--- src/rtl/exec_sequencer_if.sv ---
// exec_sequencer_if: instruction-fetch port and ALU operand/result bundle
interface exec_sequencer_if #(parameter int PC_W = 8);
  logic            imem_req;
  logic [PC_W-1:0] imem_addr;
  logic            imem_ack;
  logic [15:0]     imem_rdata;
  logic [3:0]      alu_code;
  logic [15:0]     reg_data1;
  logic [15:0]     reg_data2;
  logic [15:0]     accum;
  logic            branch_check;
  modport master (
    output imem_req, imem_addr, alu_code, reg_data1, reg_data2,
    input  imem_ack, imem_rdata, accum, branch_check
  );
  modport slave (
    input  imem_req, imem_addr, alu_code, reg_data1, reg_data2,
    output imem_ack, imem_rdata, accum, branch_check
  );
endinterface

--- src/rtl/exec_sequencer.sv ---
// exec_sequencer: fetch/decode/execute/writeback controller around an external ALU
module exec_sequencer #(
  parameter int PC_W = 8
) (
  input  logic                clk,
  input  logic                rst_n,
  exec_sequencer_if.master    bus,
  output logic                instr_done,
  output logic                halted,
  input  logic [2:0]          dbg_sel,
  output logic [15:0]         dbg_data
);
  typedef enum logic [2:0] {FETCH, DECODE, EXECUTE, WRITEBACK, HALT} state_t;
  state_t          state, state_nx;
  logic [PC_W-1:0] pc;
  logic [15:0]     ir;
  logic [15:0]     res;
  logic            take;
  logic [15:0]     rf [8];
  logic [3:0]      op;
  logic            is_alu, is_br, is_li;
  logic [2:0]      rd, rs1, rs2;
  assign op       = ir[15:12];
  assign is_alu   = op == 4'b1000 || op == 4'b0100;
  assign is_br    = op == 4'b1100 || op == 4'b1101 || op == 4'b1110;
  assign is_li    = op == 4'b0001;
  assign rd       = ir[11:9];
  assign rs1      = is_alu ? ir[8:6] : ir[11:9];
  assign rs2      = is_alu ? ir[5:3] : ir[8:6];
  assign bus.imem_req  = rst_n && state == FETCH;
  assign bus.imem_addr = pc;
  assign halted   = state == HALT;
  assign dbg_data = rf[dbg_sel];
  // next-state selection; HALT only leaves through reset
  always_comb begin
    state_nx = state;
    case (state)
      FETCH:     state_nx = bus.imem_ack ? DECODE : FETCH;
      DECODE:    state_nx = EXECUTE;
      EXECUTE:   state_nx = op == 4'b0000 ? HALT : WRITEBACK;
      WRITEBACK: state_nx = FETCH;
      default:   state_nx = HALT;
    endcase
  end
  // state register
  always_ff @(posedge clk or negedge rst_n) begin
    if (!rst_n) state <= FETCH;
    else        state <= state_nx;
  end
  // datapath: IR latch, operand registers, result capture, writeback and PC update
  always_ff @(posedge clk or negedge rst_n) begin
    if (!rst_n) begin
      pc            <= '0;
      ir            <= '0;
      res           <= '0;
      take          <= 1'b0;
      instr_done    <= 1'b0;
      bus.alu_code  <= '0;
      bus.reg_data1 <= '0;
      bus.reg_data2 <= '0;
      for (int i = 0; i < 8; i++) rf[i] <= '0;
    end else begin
      instr_done <= state == EXECUTE;
      if (state == FETCH && bus.imem_ack) ir <= bus.imem_rdata;
      if (state == DECODE) begin
        bus.alu_code  <= op;
        bus.reg_data1 <= (is_alu || is_br) ? rf[rs1] : '0;
        bus.reg_data2 <= (is_alu || is_br) ? rf[rs2] : '0;
      end
      if (state == EXECUTE) begin
        res  <= bus.accum;
        take <= bus.branch_check;
      end
      if (state == WRITEBACK) begin
        if (is_alu)     rf[rd] <= res;
        else if (is_li) rf[rd] <= {7'd0, ir[8:0]};
        pc <= pc + PC_W'(1) + ((is_br && take) ? PC_W'($signed(ir[5:0])) : '0);
      end
    end
  end
endmodule

--- src/flat_wrapper.sv ---
// flat-port wrapper written by rule: the top's interface ports become plain ports
module exec_sequencer_flat 
#(
  parameter int PC_W = 8
)
  (clk, rst_n, instr_done, halted, dbg_sel, dbg_data, bus_imem_req, bus_imem_addr, bus_alu_code, bus_reg_data1, bus_reg_data2, bus_imem_ack, bus_imem_rdata, bus_accum, bus_branch_check);
  exec_sequencer_if #(.PC_W(PC_W)) bus_i ();
  input  logic clk;
  input  logic rst_n;
  output logic instr_done;
  output logic halted;
  input  logic [2:0] dbg_sel;
  output logic [15:0] dbg_data;
  output wire logic [$bits(bus_i.imem_req)-1:0] bus_imem_req;
  output wire logic [$bits(bus_i.imem_addr)-1:0] bus_imem_addr;
  output wire logic [$bits(bus_i.alu_code)-1:0] bus_alu_code;
  output wire logic [$bits(bus_i.reg_data1)-1:0] bus_reg_data1;
  output wire logic [$bits(bus_i.reg_data2)-1:0] bus_reg_data2;
  input wire logic [$bits(bus_i.imem_ack)-1:0] bus_imem_ack;
  input wire logic [$bits(bus_i.imem_rdata)-1:0] bus_imem_rdata;
  input wire logic [$bits(bus_i.accum)-1:0] bus_accum;
  input wire logic [$bits(bus_i.branch_check)-1:0] bus_branch_check;
  assign bus_imem_req = bus_i.imem_req;
  assign bus_imem_addr = bus_i.imem_addr;
  assign bus_alu_code = bus_i.alu_code;
  assign bus_reg_data1 = bus_i.reg_data1;
  assign bus_reg_data2 = bus_i.reg_data2;
  assign bus_i.imem_ack = bus_imem_ack;
  assign bus_i.imem_rdata = bus_imem_rdata;
  assign bus_i.accum = bus_accum;
  assign bus_i.branch_check = bus_branch_check;
  exec_sequencer #(.PC_W(PC_W)) u_core (.clk(clk), .rst_n(rst_n), .bus(bus_i), .instr_done(instr_done), .halted(halted), .dbg_sel(dbg_sel), .dbg_data(dbg_data));
endmodule
--- config.mk ---
export PLATFORM = sky130hd
export DESIGN_NAME = exec_sequencer_flat
export DESIGN_NICKNAME = d
export VERILOG_FILES = /design/src/rtl/exec_sequencer_if.sv /design/src/rtl/exec_sequencer.sv /design/src/flat_wrapper.sv
export SDC_FILE = /design/constraint.sdc
export NUM_CORES = 1
export LEC_CHECK = 0
export BUFFER_PORTS_ARGS = -buffer_cell sky130_fd_sc_hd__buf_4
export CORE_AREA = 2 2 147 149
export CTS_CLUSTER_DIAMETER = 150
export CTS_CLUSTER_SIZE = 8
export DETAILED_ROUTE_END_ITERATION = 16
export DIE_AREA = 0 0 149 151
export PLACE_DENSITY = 0.74
export SYNTH_ARGS = -nofsm -noshare
export SYNTH_HDL_FRONTEND = slang
export SYNTH_SLANG_ARGS = --single-unit
--- constraint.sdc ---
create_clock -name clk -period 4.4 [get_ports clk]
set_input_delay 0.66 -clock clk [delete_from_list [all_inputs] [get_ports clk]]
set_output_delay 0.66 -clock clk [all_outputs]
set_load 0.005 [all_outputs]
==> impl_metrics.toml <==
[yosys]
synth-adder-area-share = 0.00946
synth_fp_nets = 1166
synth_seq_cells = 209
synth_area_leaders = "dfrtp_1, nand2_1, mux4_2"
synth_top_area_cell = "dfrtp_1"
synthTopCellsByCount = "nand2_1, dfrtp_1, o21ai_0"
synth_top_area_share = 0.460
synth_edf_count = 0
syn_area_mm2 = 0.0114
syn_area_per_cell_um2 = 10.2
synth_mux_area_frac = 0.174
synth_compound_area_frac = 0.168
synth_cell_types = 52
seq_area_frac_synth = 0.460
ys.warnings.count = 0
synthCells = 1119
synth.most_common_cell = "nand2_1"
synth_flop_cell = "dfrtp_1"
synth_xor_area_frac = 0.00693
yosys.area_share.simple = 0.141
synth_top_family_by_area = "multiplexers"
async_reset_ff_frac = 1.00

[drt]
dr.pass1.iters = 5
drt-wirelength-per-cell_um = 23.1
drt_iter0_drc = 1129
top_layer = "met4"
route.detailed.vias_per_inst = 6.48
wl_met2_um = 15900
detailroute.via_count = 9470
routedLengthMet1_um = 13600
drc = 0
met3_length_um = 2800
antenna_left = 0
drt_wl_total_um = 33800

[cells_and_area]
drive_above_1_share = 0.227
nFillCells = 1709
antenna_cells = 0
area_delta_synth_final_pct = 15.0
layout.nets = 1232
final_cells = 1461

[timing]
max_freq_mhz = 320
min_period_over_period = 0.709
maxSlewHeadroom = 0.199
finalHoldViolCount = 0
maxSlewViolCount = 0
fin_setup_tns_ps = 0
finalSetupViolCount = 0
worstMarginPinSlew_ps = 1190
rsz0062_at_grt = "no"
fin_worst_skew_ps = 17.9
min_period_ps = 3120

[global_route]
grt_max_degree = 120
grt.overflow.total = 0
grt_usage = 0.306
antenna_found_initial = 0
grt_pass1_wl_um = 53000
grt_pass1_vias = 9303

[pwr]
p_clk_frac = 0.492
seqPwrFrac = 0.481
power_leakage_nw = 5.58
power_density_mw_per_mm2 = 308
internal_power_mw = 3.17
netSwitchingPower_uw = 865
ir_worst_vdd_mv = 0.324
p_sw_frac = 0.214
combinationalPowerShare = 0.027
finalPower_mw = 4.03

[die]
initial_utilization = 0.546
fp.dieArea_mm2 = 0.0225
die_w_um = 149
rows = 53
fp.dieH_um = 151
core_mm2 = 0.0208
io_pins = 102

[clock_tree]
cts_setup_buffers = 0
clock_sinks = 209
hold_buffers = 0
h-tree-depth = 1
post_cts_resized = 0
clock_latency_ps = 550
cts-root-buf = "clkbuf_16"
cts_tree = "built"
cts.clk_slew.worst_paths_ps = 60
cts.path.max_buffers = 3
numCtsBuffers = 30

[setup_path]
r2r_slack_ps = 1280
endpoint_kind = "flip-flop"
critical_path_required_ps = 4790
critPathSlowestCell = "nor4_1"
critPathTopFamily = "simple AND/OR/NAND/NOR gates"
cp_data_arrival_time_ps = 3520
cp_common_cell = "nand3b_1"
r2r_cells = 6
crit_buf_inv = 1
cp_max_fo = 22
worstReg2RegStart = "u_core.state[2]"
reg2reg_to = "u_core.rf[81]"
cpPeakStageDelay_ps = 680
setup.worst_path.class = "reg2reg"
cp-start-kind = "flip-flop"
cp_cell_sequence = "nand3b_1 -> nor4_1 -> nand3b_1 -> buf_4 -> nand2_1 -> o21ai_0"

[min_path]
min_path_type = "in2async"

[placed_design]
globalplace.congestion = 0.874
numPlacedInstances = 1428
numPortBuffers = 101
hpwl_um = 21000

[job]
drv_cap = 0

[outcome]
outcome = "complete, no violations"
-- final cells by class --
cell class / count / area, um^2 / share of cell area
clock buffers: 31 / 754 / 0.0577
clock inverters: 2 / 25.0 / 0.00191
inverters: 8 / 30.0 / 0.00230
multi-input cells: 808 / 5700 / 0.436
flip-flops and latches: 209 / 5230 / 0.400
well taps: 275 / 344 / 0.0263
repair buffers: 128 / 992 / 0.0759
-- flip-flops by register name, summed over array words and instances, names as in the netlist --
signal / cells
u_core.take: 1
u_core.ir: 16
u_core.bus.reg_data2: 16
u_core.state: 3
u_core.rf: 128
u_core.bus.imem_addr: 8
u_core.bus.reg_data1: 16
u_core.instr_done: 1
u_core.bus.alu_code: 4
u_core.res: 16
-- placed cells by master (no fill, tap or decap), drive strengths merged, types with 4 or more instances in the layout --
cell type / synthesis / routed
clkbuf: 59 / 32
a31oi: 28 / 28
inv: 8 / 8
and2: 9 / 9
nand2: 233 / 233
o21bai: 28 / 28
o21ai: 140 / 140
a211oi: 56 / 56
dfrtp: 209 / 209
nand3b: 5 / 5
and3: 58 / 58
ha: 7 / 7
o221ai: 4 / 4
a32o: 28 / 28
mux2i: 52 / 52
nand4: 16 / 16
nand3: 5 / 5
mux2: 64 / 64
nor2: 9 / 9
mux4: 32 / 32
buf: 35 / 127
-- cell families (layout without fill, tap and decap cells) --
| kind of cell | count (synthesis) | after routing |
|---|---|---|
| AO/OA/AOI/OAI | 296 | 296 |
| XOR/XNOR | 6 | 6 |
| adder cells (fa/ha/maj) | 8 | 8 |
| buffers and inverters | 102 | 169 |
| flip-flops | 209 | 209 |
| multiplexers | 148 | 148 |
| AND/OR/NAND/NOR | 350 | 350 |
-- stage by stage --
step	hold slack (ps)	setup WS [ps]	cell area, um^2	utilization
2_1_floorplan	364	1770	11400	-
3_3_place_gp	473	1400	12300	0.590
3_5_place_dp	481	1280	12300	0.590
4_1_cts	211	1260	13100	0.628
5_1_grt	232	948	13100	0.628
6_report	152	1280	13100	0.628
-- how the worst max path moves through the flow --
stage	from	end	depth (start not counted)	slack, ps
after CTS	u_core.state[2]	u_core.rf[81]	6	1260
after global routing	u_core.state[2]	u_core.rf[81]	6	950
after floorplan	dbg_sel[0]	dbg_data[0]	4	1770
final	u_core.state[2]	u_core.rf[81]	6	1280
after global placement	u_core.state[2]	u_core.rf[81]	6	1400
after detailed placement	u_core.state[2]	u_core.rf[81]	6	1280
-- power by group through the flow --
stage,combinational (mW),clock [mW],sequential [mW]
2_1_floorplan,0.0346,0,1.97
3_3_place_gp,0.109,0,1.97
3_5_place_dp,0.111,0,1.97
4_1_cts,0.111,2.01,1.94
5_1_grt,0.119,2.09,1.94
6_report,0.108,1.99,1.94
-- per-layer routing --
| layer | vias to the layer above | GRT usage |
|---|---|---|
| li1 | 4226 | - |
| met4 | 0 | 0.133 |
| met2 | 500 | 0.482 |
| met5 | - | 0 |
| met1 | 4639 | 0.426 |
| met3 | 105 | 0.0455 |
Note: power is estimated with default switching activity, not from simulation.
